--- src/rtl/apb_pwm_pkg.sv ---
// Shared constants and types for the APB PWM config sequencer.
// Optional readback verification is enabled by APB_PWM_CFG_READBACK_EN.
package apb_pwm_pkg;

    localparam logic [7:0] OFF_PERIOD = 8'h00;
    localparam logic [7:0] OFF_PULSE  = 8'h04;
    localparam logic [7:0] OFF_SIZE   = 8'h08;
    localparam logic [7:0] OFF_ENABLE = 8'h0C;

    localparam int unsigned NUM_STEPS = 5;

    typedef logic [2:0] step_t;
    localparam step_t LAST_STEP = step_t'(NUM_STEPS - 1);

    typedef enum logic [1:0] {
        ERR_NONE     = 2'b00,
        ERR_SLAVE    = 2'b01,
        ERR_TIMEOUT  = 2'b10,
        ERR_READBACK = 2'b11
    } err_code_e;

    localparam logic [1:0] SEQ_IDLE  = 2'd0;
    localparam logic [1:0] SEQ_RUN   = 2'd1;
    localparam logic [1:0] SEQ_DONE  = 2'd2;
    localparam logic [1:0] SEQ_ABORT = 2'd3;

    localparam logic [1:0] XF_IDLE   = 2'd0;
    localparam logic [1:0] XF_SETUP  = 2'd1;
    localparam logic [1:0] XF_ACCESS = 2'd2;

    // Steps 0 and 4 both target ENABLE (disable first, enable last).
    function automatic logic [7:0] step_offset(step_t s);
        case (s)
            3'd1:    return OFF_PERIOD;
            3'd2:    return OFF_PULSE;
            3'd3:    return OFF_SIZE;
            default: return OFF_ENABLE;
        endcase
    endfunction

endpackage

--- src/rtl/apb_pwm_cfg_sequencer_if.sv ---
// APB bus bundle between the config sequencer (master) and the PWM slave.
interface apb_pwm_cfg_sequencer_if #(
    parameter int unsigned DATA_WIDTH = 32
);
    logic [DATA_WIDTH-1:0] PADDR;
    logic                  PSEL;
    logic                  PENABLE;
    logic                  PWRITE;
    logic [DATA_WIDTH-1:0] PWDATA;
    logic [DATA_WIDTH-1:0] PRDATA;
    logic                  PREADY;
    logic                  PSLAVEERR;

    modport master (
        output PADDR, PSEL, PENABLE, PWRITE, PWDATA,
        input  PRDATA, PREADY, PSLAVEERR
    );

    modport slave (
        input  PADDR, PSEL, PENABLE, PWRITE, PWDATA,
        output PRDATA, PREADY, PSLAVEERR
    );
endinterface

--- src/rtl/apb_master_xfer.sv ---
// Single APB transfer engine: SETUP/ACCESS sequencing, PREADY timeout and response flags.
module apb_master_xfer
    import apb_pwm_pkg::*;
#(
    parameter int unsigned DATA_WIDTH     = 32,
    parameter int unsigned TIMEOUT_CYCLES = 16
) (
    input  logic                  clk_i,
    input  logic                  rst_i,
    input  logic                  start_i,
    input  logic                  write_i,
    input  logic [DATA_WIDTH-1:0] addr_i,
    input  logic [DATA_WIDTH-1:0] wdata_i,
    output logic                  rsp_valid_c_o,
    output logic                  rsp_slverr_c_o,
    output logic                  rsp_timeout_c_o,
    apb_pwm_cfg_sequencer_if.master apb
);
    localparam int unsigned CNT_W = $clog2(TIMEOUT_CYCLES + 1);

    logic [1:0]            xst_q, xst_d;
    logic [CNT_W-1:0]      cnt_q, cnt_d;
    logic [DATA_WIDTH-1:0] addr_q, addr_d;
    logic [DATA_WIDTH-1:0] wdata_q, wdata_d;
    logic                  write_q, write_d;
    logic                  psel_q, penable_q;

    // A start in the completing ACCESS cycle goes straight to the next SETUP.
    always_comb begin
        xst_d           = xst_q;
        cnt_d           = cnt_q;
        addr_d          = addr_q;
        wdata_d         = wdata_q;
        write_d         = write_q;
        rsp_valid_c_o   = 1'b0;
        rsp_slverr_c_o  = 1'b0;
        rsp_timeout_c_o = 1'b0;
        case (xst_q)
            XF_SETUP: xst_d = XF_ACCESS;
            XF_ACCESS: begin
                if (apb.PREADY) begin
                    rsp_valid_c_o  = 1'b1;
                    rsp_slverr_c_o = apb.PSLAVEERR;
                    xst_d          = XF_IDLE;
                end else if (cnt_q == CNT_W'(TIMEOUT_CYCLES - 1)) begin
                    rsp_valid_c_o   = 1'b1;
                    rsp_timeout_c_o = 1'b1;
                    xst_d           = XF_IDLE;
                end else begin
                    cnt_d = cnt_q + CNT_W'(1);
                end
            end
            default: ;
        endcase
        if (start_i) begin
            xst_d   = XF_SETUP;
            cnt_d   = '0;
            addr_d  = addr_i;
            wdata_d = wdata_i;
            write_d = write_i;
        end
    end

    always_ff @(posedge clk_i or posedge rst_i) begin
        if (rst_i) begin
            xst_q     <= XF_IDLE;
            cnt_q     <= '0;
            addr_q    <= '0;
            wdata_q   <= '0;
            write_q   <= 1'b0;
            psel_q    <= 1'b0;
            penable_q <= 1'b0;
        end else begin
            xst_q     <= xst_d;
            cnt_q     <= cnt_d;
            addr_q    <= addr_d;
            wdata_q   <= wdata_d;
            write_q   <= write_d;
            psel_q    <= (xst_d != XF_IDLE);
            penable_q <= (xst_d == XF_ACCESS);
        end
    end

    assign apb.PADDR   = addr_q;
    assign apb.PWDATA  = wdata_q;
    assign apb.PWRITE  = write_q;
    assign apb.PSEL    = psel_q;
    assign apb.PENABLE = penable_q;

endmodule

--- src/rtl/apb_pwm_cfg_sequencer.sv ---
// Programs the APB PWM slave (ENABLE=0, PERIOD, PULSE, SIZE, ENABLE) from one request.
// Define APB_PWM_CFG_READBACK_EN to verify each write with a read of the same register.
module apb_pwm_cfg_sequencer
    import apb_pwm_pkg::*;
#(
    parameter int unsigned          DATA_WIDTH     = 32,
    parameter int unsigned          SIZE_WIDTH     = 8,
    parameter logic [DATA_WIDTH-1:0] BASE_ADDR     = '0,
    parameter int unsigned          TIMEOUT_CYCLES = 16
) (
    input  logic                  PCLK,
    input  logic                  PRESET,
    input  logic                  cfg_valid_i,
    output logic                  cfg_ready_o,
    input  logic [DATA_WIDTH-1:0] cfg_period_i,
    input  logic [DATA_WIDTH-1:0] cfg_pulse_i,
    input  logic [SIZE_WIDTH-1:0] cfg_size_i,
    input  logic                  cfg_enable_i,
    output logic                  busy_o,
    output logic                  done_o,
    output logic                  err_o,
    output logic [1:0]            err_code_o,
    apb_pwm_cfg_sequencer_if.master apb
);
    logic [1:0]            state_q, state_d;
    step_t                 step_q, step_d;
    logic [DATA_WIDTH-1:0] period_q, period_d, pulse_q, pulse_d;
    logic [SIZE_WIDTH-1:0] size_q, size_d;
    logic                  en_q, en_d;
    err_code_e             err_code_q, err_code_d;
    logic                  ready_q, busy_q, done_q, err_q;
    logic                  start_c, xfer_write_c;
    logic [DATA_WIDTH-1:0] xfer_addr_c, xfer_wdata_c;
    logic                  rsp_valid_c, rsp_slverr_c, rsp_timeout_c;

    function automatic logic [DATA_WIDTH-1:0] step_data(step_t s, logic [DATA_WIDTH-1:0] per,
                                                        logic [DATA_WIDTH-1:0] pul,
                                                        logic [SIZE_WIDTH-1:0] sz, logic en);
        case (s)
            3'd1:    return per;
            3'd2:    return pul;
            3'd3:    return DATA_WIDTH'(sz);
            3'd4:    return DATA_WIDTH'(en);
            default: return '0;
        endcase
    endfunction

`ifdef APB_PWM_CFG_READBACK_EN
    logic phase_q, phase_d;
    logic rb_mismatch_c;

    // SIZE is checked on its field width, ENABLE on bit 0, the rest on the full word.
    function automatic logic [DATA_WIDTH-1:0] rb_mask(step_t s);
        case (s)
            3'd0, 3'd4: return DATA_WIDTH'(1);
            3'd3:       return DATA_WIDTH'({SIZE_WIDTH{1'b1}});
            default:    return '1;
        endcase
    endfunction

    assign rb_mismatch_c = |((apb.PRDATA ^ step_data(step_q, period_q, pulse_q, size_q, en_q))
                             & rb_mask(step_q));
`else
    logic unused_prdata;
    assign unused_prdata = ^apb.PRDATA;
`endif

    always_comb begin
        state_d      = state_q;
        step_d       = step_q;
        period_d     = period_q;
        pulse_d      = pulse_q;
        size_d       = size_q;
        en_d         = en_q;
        err_code_d   = err_code_q;
        start_c      = 1'b0;
        xfer_write_c = 1'b1;
`ifdef APB_PWM_CFG_READBACK_EN
        phase_d      = phase_q;
`endif
        case (state_q)
            SEQ_IDLE: begin
                if (cfg_valid_i) begin
                    period_d   = cfg_period_i;
                    pulse_d    = cfg_pulse_i;
                    size_d     = cfg_size_i;
                    en_d       = cfg_enable_i;
                    err_code_d = ERR_NONE;
                    step_d     = '0;
                    start_c    = 1'b1;
                    state_d    = SEQ_RUN;
`ifdef APB_PWM_CFG_READBACK_EN
                    phase_d    = 1'b0;
`endif
                end
            end
            SEQ_RUN: begin
                if (rsp_valid_c) begin
                    if (rsp_timeout_c) begin
                        err_code_d = ERR_TIMEOUT;
                        state_d    = SEQ_ABORT;
                    end else if (rsp_slverr_c) begin
                        err_code_d = ERR_SLAVE;
                        state_d    = SEQ_ABORT;
`ifdef APB_PWM_CFG_READBACK_EN
                    end else if (!phase_q) begin
                        phase_d      = 1'b1;
                        start_c      = 1'b1;
                        xfer_write_c = 1'b0;
                    end else if (rb_mismatch_c) begin
                        err_code_d = ERR_READBACK;
                        state_d    = SEQ_ABORT;
`endif
                    end else if (step_q == LAST_STEP) begin
                        state_d = SEQ_DONE;
                    end else begin
                        step_d  = step_q + step_t'(1);
                        start_c = 1'b1;
`ifdef APB_PWM_CFG_READBACK_EN
                        phase_d = 1'b0;
`endif
                    end
                end
            end
            default: state_d = SEQ_IDLE;
        endcase
    end

    // Address wraps naturally at DATA_WIDTH bits.
    assign xfer_addr_c  = BASE_ADDR + DATA_WIDTH'(step_offset(step_d));
    assign xfer_wdata_c = step_data(step_d, period_d, pulse_d, size_d, en_d);

    always_ff @(posedge PCLK or posedge PRESET) begin
        if (PRESET) begin
            state_q    <= SEQ_IDLE;
            step_q     <= '0;
            period_q   <= '0;
            pulse_q    <= '0;
            size_q     <= '0;
            en_q       <= 1'b0;
            err_code_q <= ERR_NONE;
            ready_q    <= 1'b1;
            busy_q     <= 1'b0;
            done_q     <= 1'b0;
            err_q      <= 1'b0;
`ifdef APB_PWM_CFG_READBACK_EN
            phase_q    <= 1'b0;
`endif
        end else begin
            state_q    <= state_d;
            step_q     <= step_d;
            period_q   <= period_d;
            pulse_q    <= pulse_d;
            size_q     <= size_d;
            en_q       <= en_d;
            err_code_q <= err_code_d;
            ready_q    <= (state_d == SEQ_IDLE);
            busy_q     <= (state_d != SEQ_IDLE);
            done_q     <= (state_d == SEQ_DONE);
            err_q      <= (state_d == SEQ_ABORT);
`ifdef APB_PWM_CFG_READBACK_EN
            phase_q    <= phase_d;
`endif
        end
    end

    apb_master_xfer #(
        .DATA_WIDTH     (DATA_WIDTH),
        .TIMEOUT_CYCLES (TIMEOUT_CYCLES)
    ) u_xfer (
        .clk_i           (PCLK),
        .rst_i           (PRESET),
        .start_i         (start_c),
        .write_i         (xfer_write_c),
        .addr_i          (xfer_addr_c),
        .wdata_i         (xfer_wdata_c),
        .rsp_valid_c_o   (rsp_valid_c),
        .rsp_slverr_c_o  (rsp_slverr_c),
        .rsp_timeout_c_o (rsp_timeout_c),
        .apb             (apb)
    );

    assign cfg_ready_o = ready_q;
    assign busy_o      = busy_q;
    assign done_o      = done_q;
    assign err_o       = err_q;
    assign err_code_o  = err_code_q;

endmodule
--- src/flat_wrapper.sv ---
// flat-port wrapper written by rule: the top's interface ports become plain ports
module apb_pwm_cfg_sequencer_flat import apb_pwm_pkg::*;
#(
    parameter int unsigned          DATA_WIDTH     = 32,
    parameter int unsigned          SIZE_WIDTH     = 8,
    parameter logic [DATA_WIDTH-1:0] BASE_ADDR     = '0,
    parameter int unsigned          TIMEOUT_CYCLES = 16
)
  (PCLK, PRESET, cfg_valid_i, cfg_ready_o, cfg_period_i, cfg_pulse_i, cfg_size_i, cfg_enable_i, busy_o, done_o, err_o, err_code_o, apb_PADDR, apb_PSEL, apb_PENABLE, apb_PWRITE, apb_PWDATA, apb_PRDATA, apb_PREADY, apb_PSLAVEERR);
  apb_pwm_cfg_sequencer_if #(.DATA_WIDTH(DATA_WIDTH)) apb_i ();
  input  logic PCLK;
  input  logic PRESET;
  input  logic cfg_valid_i;
  output logic cfg_ready_o;
  input  logic [DATA_WIDTH-1:0] cfg_period_i;
  input  logic [DATA_WIDTH-1:0] cfg_pulse_i;
  input  logic [SIZE_WIDTH-1:0] cfg_size_i;
  input  logic cfg_enable_i;
  output logic busy_o;
  output logic done_o;
  output logic err_o;
  output logic [1:0] err_code_o;
  output wire logic [$bits(apb_i.PADDR)-1:0] apb_PADDR;
  output wire logic [$bits(apb_i.PSEL)-1:0] apb_PSEL;
  output wire logic [$bits(apb_i.PENABLE)-1:0] apb_PENABLE;
  output wire logic [$bits(apb_i.PWRITE)-1:0] apb_PWRITE;
  output wire logic [$bits(apb_i.PWDATA)-1:0] apb_PWDATA;
  input wire logic [$bits(apb_i.PRDATA)-1:0] apb_PRDATA;
  input wire logic [$bits(apb_i.PREADY)-1:0] apb_PREADY;
  input wire logic [$bits(apb_i.PSLAVEERR)-1:0] apb_PSLAVEERR;
  assign apb_PADDR = apb_i.PADDR;
  assign apb_PSEL = apb_i.PSEL;
  assign apb_PENABLE = apb_i.PENABLE;
  assign apb_PWRITE = apb_i.PWRITE;
  assign apb_PWDATA = apb_i.PWDATA;
  assign apb_i.PRDATA = apb_PRDATA;
  assign apb_i.PREADY = apb_PREADY;
  assign apb_i.PSLAVEERR = apb_PSLAVEERR;
  apb_pwm_cfg_sequencer #(.DATA_WIDTH(DATA_WIDTH), .SIZE_WIDTH(SIZE_WIDTH), .BASE_ADDR(BASE_ADDR), .TIMEOUT_CYCLES(TIMEOUT_CYCLES)) u_core (.PCLK(PCLK), .PRESET(PRESET), .cfg_valid_i(cfg_valid_i), .cfg_ready_o(cfg_ready_o), .cfg_period_i(cfg_period_i), .cfg_pulse_i(cfg_pulse_i), .cfg_size_i(cfg_size_i), .cfg_enable_i(cfg_enable_i), .busy_o(busy_o), .done_o(done_o), .err_o(err_o), .err_code_o(err_code_o), .apb(apb_i));
endmodule
--- config.mk ---
export PLATFORM = sky130hd
export DESIGN_NAME = apb_pwm_cfg_sequencer_flat
export DESIGN_NICKNAME = d
export VERILOG_FILES = /design/src/rtl/apb_pwm_pkg.sv /design/src/rtl/apb_pwm_cfg_sequencer_if.sv /design/src/rtl/apb_master_xfer.sv /design/src/rtl/apb_pwm_cfg_sequencer.sv /design/src/flat_wrapper.sv
export SDC_FILE = /design/constraint.sdc
export NUM_CORES = 1
export LEC_CHECK = 0
export BUFFER_PORTS_ARGS = -buffer_cell sky130_fd_sc_hd__clkbuf_2
export CELL_PAD_IN_SITES_DETAIL_PLACEMENT = 1
export CELL_PAD_IN_SITES_GLOBAL_PLACEMENT = 2
export CORE_MARGIN = 2
export CORE_UTILIZATION = 33
export CTS_BUF_LIST = sky130_fd_sc_hd__clkbuf_2 sky130_fd_sc_hd__clkbuf_4 sky130_fd_sc_hd__clkbuf_8
export DETAILED_ROUTE_END_ITERATION = 10
export PLACE_DENSITY_LB_ADDON = 0.25
export SLEW_MARGIN = 20
export SYNTH_ARGS = -nofsm -noshare
export SYNTH_HDL_FRONTEND = slang
export SYNTH_SLANG_ARGS = --single-unit
--- constraint.sdc ---
create_clock -name PCLK -period 4.6 [get_ports PCLK]
set_input_delay 0.46 -clock PCLK [delete_from_list [all_inputs] [get_ports PCLK]]
set_output_delay 0.46 -clock PCLK [all_outputs]
set_load 0.01 [all_outputs]
==> flow_summary.toml <==
[power]
p_leak_nw = 3.56
power.density_mw_per_mm2 = 583
fin_total_pwr_mw = 4.20
ir_worst_vdd_mv = 0.218

[cts]
clock_path_buffers = 2
cts_tree = "done"
cts_made_buffers = 17
post_cts_buffers = 0
clock-sinks = 128
ctsHoldBuffers = 0
insertion_delay_ps = 450
path_clk_slew_ps = 70
clk_root_buffer_cell = "clkbuf_8"
cts_max_level = 4
cts.repair.resized = 0

[logic_synthesis]
yosys.area.top_type_share_pct = 51.7
synth_warnings = 0
syn_inst = 549
ys.flop_type = "dfrtp_1"
netlist-cell-type-count = 45
netlist_area_sq_mm = 0.00614
asyncSetResetFlopFracSynth_pct = 100
synth-compound-area-share_pct = 9.90
synth-seq-cells = 128
synth-simple-area-share_pct = 9.51
synth_xor_xnor_area_share_pct = 0.428
ys_seq_area_share_pct = 52.1
yosysTopAreaCell = "dfrtp_1"
yosys.area_share.adder_pct = 1.43
synthTopCellsByArea = "dfrtp_1 (52%), mux2i_1 (10%), mux2_2 (6.4%)"
synth_edf_count = 0
synth_top_family_by_area = "multiplexers"
avgSynthCellArea_sq_um = 11.2
synth.area.mux_share_pct = 17.2

[global_routing]
antenna_found_initial = 1
grt_pass1_vias = 5013
overflow = 0
grt.total_usage_pct = 17.2
grt_pass1_wl_um = 26400
grt_max_degree = 92

[route]
vias_per_cell = 4.97
routedWlPerCell_um = 18.0
ant_nets = 0
drt-initial-drc-count = 168
drc = 0
vias = 4450
dr.pass1.iters = 4
drt_wl_total_um = 16100

[setup_path]
cp.required_ps = 4910
crit_start = "u_core.step_q[1]$_DFF_PP0_"
cp.arrival_ps = 3020
path_depth = 7
cpPeakStageDelay_ps = 820
cp_num_buf_inv = 1
timing.critical_path.cells = "inv_1, ha_1, and3b_1, o21bai_1, a21oi_4, or3_1, o211ai_1"
reg2reg_slack_ps = 1890
path_class = "flip-flop to flip-flop"
cp-start-kind = "flip-flop"
crit_slowest_cell = "a21oi_4"
critPathTopFamily = "compound AO/OA/AOI/OAI gates"
rr_endpoint = "u_core.u_xfer.apb.PWDATA[3]$_DFFE_PP0P_"
r2r_cells = 7
cp_max_fo = 34
r2r_start = "u_core.step_q[1]$_DFF_PP0_"
endpoint_kind = "flip-flop"
worstSetupEndpoint = "u_core.u_xfer.apb.PWDATA[3]$_DFFE_PP0P_"

[cells_and_area]
layout_commonest_cell = "dfrtp_1"
final_core_util_pct = 39.8
drive_above_1_share_pct = 30.6
fin_cells = 896
layout.cells.most_common_list = "dfrtp_1 (127), clkbuf_2 (120), mux2i_1 (64), inv_1 (48)"
stdcell_area_sq_mm = 0.00720
diodes = 0
fillCellCount = 2045
area_growth_pct = 17.2
layout.nets = 773

[floorplan]
dieHeight_um = 140
rows = 49
die_w_um = 140
ios = 183
core_sq_mm = 0.0181
die_area_sq_mm = 0.0197
start_util_pct = 34.0

[timing]
period_minus_slack_ps = 2710
fin_crit_sh_pct = 59.0
finalHoldViolCount = 0
setup_tns_ps = 0
setup_slack_ps = 1890
rsz0062_at_grt = "no"
final-setup-viol-count = 0
fmax_mhz = 369
worst_pin_slew_ps = 1020
whs_ps = 177
fin_worst_skew_ps = 9.36
slew_headroom_pct = 31.7
finalMaxSlewViolations = 0

[outcome]
outcome = "finished, final reports clean"

[placement]
pre_cts_slack_ps = 1850
io_buffers = 120
place_congestion = 0.739
dp.cells = 866
placed_area_sq_mm = 0.00684
post-dp-hpwl_um = 10400

[run]
maxCapViolCount = 0

[min_path]
worstHoldPathType = "primary input to async pin"
how the worst min path moves through the flow:
stage / to
6_report: u_core.pulse_q[2]$_DFF_PP0_
5_1_grt: u_core.pulse_q[20]$_DFF_PP0_
4_1_cts: u_core.u_xfer.apb.PWDATA[1]$_DFFE_PP0P_
3_5_place_dp: u_core.pulse_q[16]$_DFF_PP0_
3_3_place_gp: u_core.u_xfer.apb.PWRITE$_DFFE_PP0P_
2_1_floorplan: u_core.pulse_q[10]$_DFF_PP0_
cells by family after synthesis:
kind of cell,after synthesis
compound gates,90
xor+xnor,3
fa+ha+maj,7
buf+inv,118
flops,128
mux,100
other cells,1
simple gates,102
Yosys cell counts (2+ instances only):
library cell / count
o211ai_1: 7
o21ai_0: 27
a211o_1: 2
and3b_1: 2
nand3_1: 3
a211oi_1: 2
a2111o_1: 7
nand2b_1: 5
inv_1: 49
and2_1: 3
nor2_1: 14
mux2i_1: 64
or2_2: 2
nand2_1: 37
ha_1: 7
buf_2: 11
clkbuf_1: 26
mux2_2: 35
nand4_1: 3
xor2_1: 2
dfrtp_1: 127
a31oi_1: 33
and4_1: 24
nor2b_1: 3
buf_4: 31
a21oi_1: 3
and3_1: 2
state kept, by name, indices dropped and copies added (netlist names), 2 cells and up:
name / count
u_core.u_xfer.cnt_q: 5
u_core.state_q: 2
u_core.err_code_o: 2
u_core.step_q: 3
u_core.u_xfer.xst_q: 2
u_core.size_q: 8
u_core.u_xfer.apb.PADDR: 2
u_core.u_xfer.apb.PWDATA: 32
u_core.pulse_q: 32
u_core.period_q: 32
report_power, final:
group | switching, mW | total, mW | leakage [nW] | internal (mW)
combinational | 0.836 | 1.50 | 1.77 | 0.668
clock | 0.436 | 0.904 | 0.189 | 0.468
sequential | 0.196 | 1.79 | 1.60 | 1.60
metal layers:
| layer | GRT usage, % | vias to the layer above | part of all wire, % |
|---|---|---|---|
| met5 | 0 | - | 0 |
| met4 | 6.00 | 0 | 1.4 |
| met3 | 4.48 | 15 | 4.9 |
| met2 | 29.4 | 99 | 50 |
| met1 | 21.0 | 2273 | 44 |
| li1 | - | 2063 | - |
cell type report:
type | instances | area, sq um | share of cell area [%]
inverter | 50 | 193 | 2.67
clock buffer | 23 | 292 | 4.05
sequential | 128 | 3200 | 44.5
multi-input combinational | 332 | 2510 | 34.9
tap | 229 | 287 | 3.98
timing repair buffer | 127 | 653 | 9.07
clock inverter | 7 | 62.6 | 0.868
No activity file was read; power rests on OpenSTA's default activity.
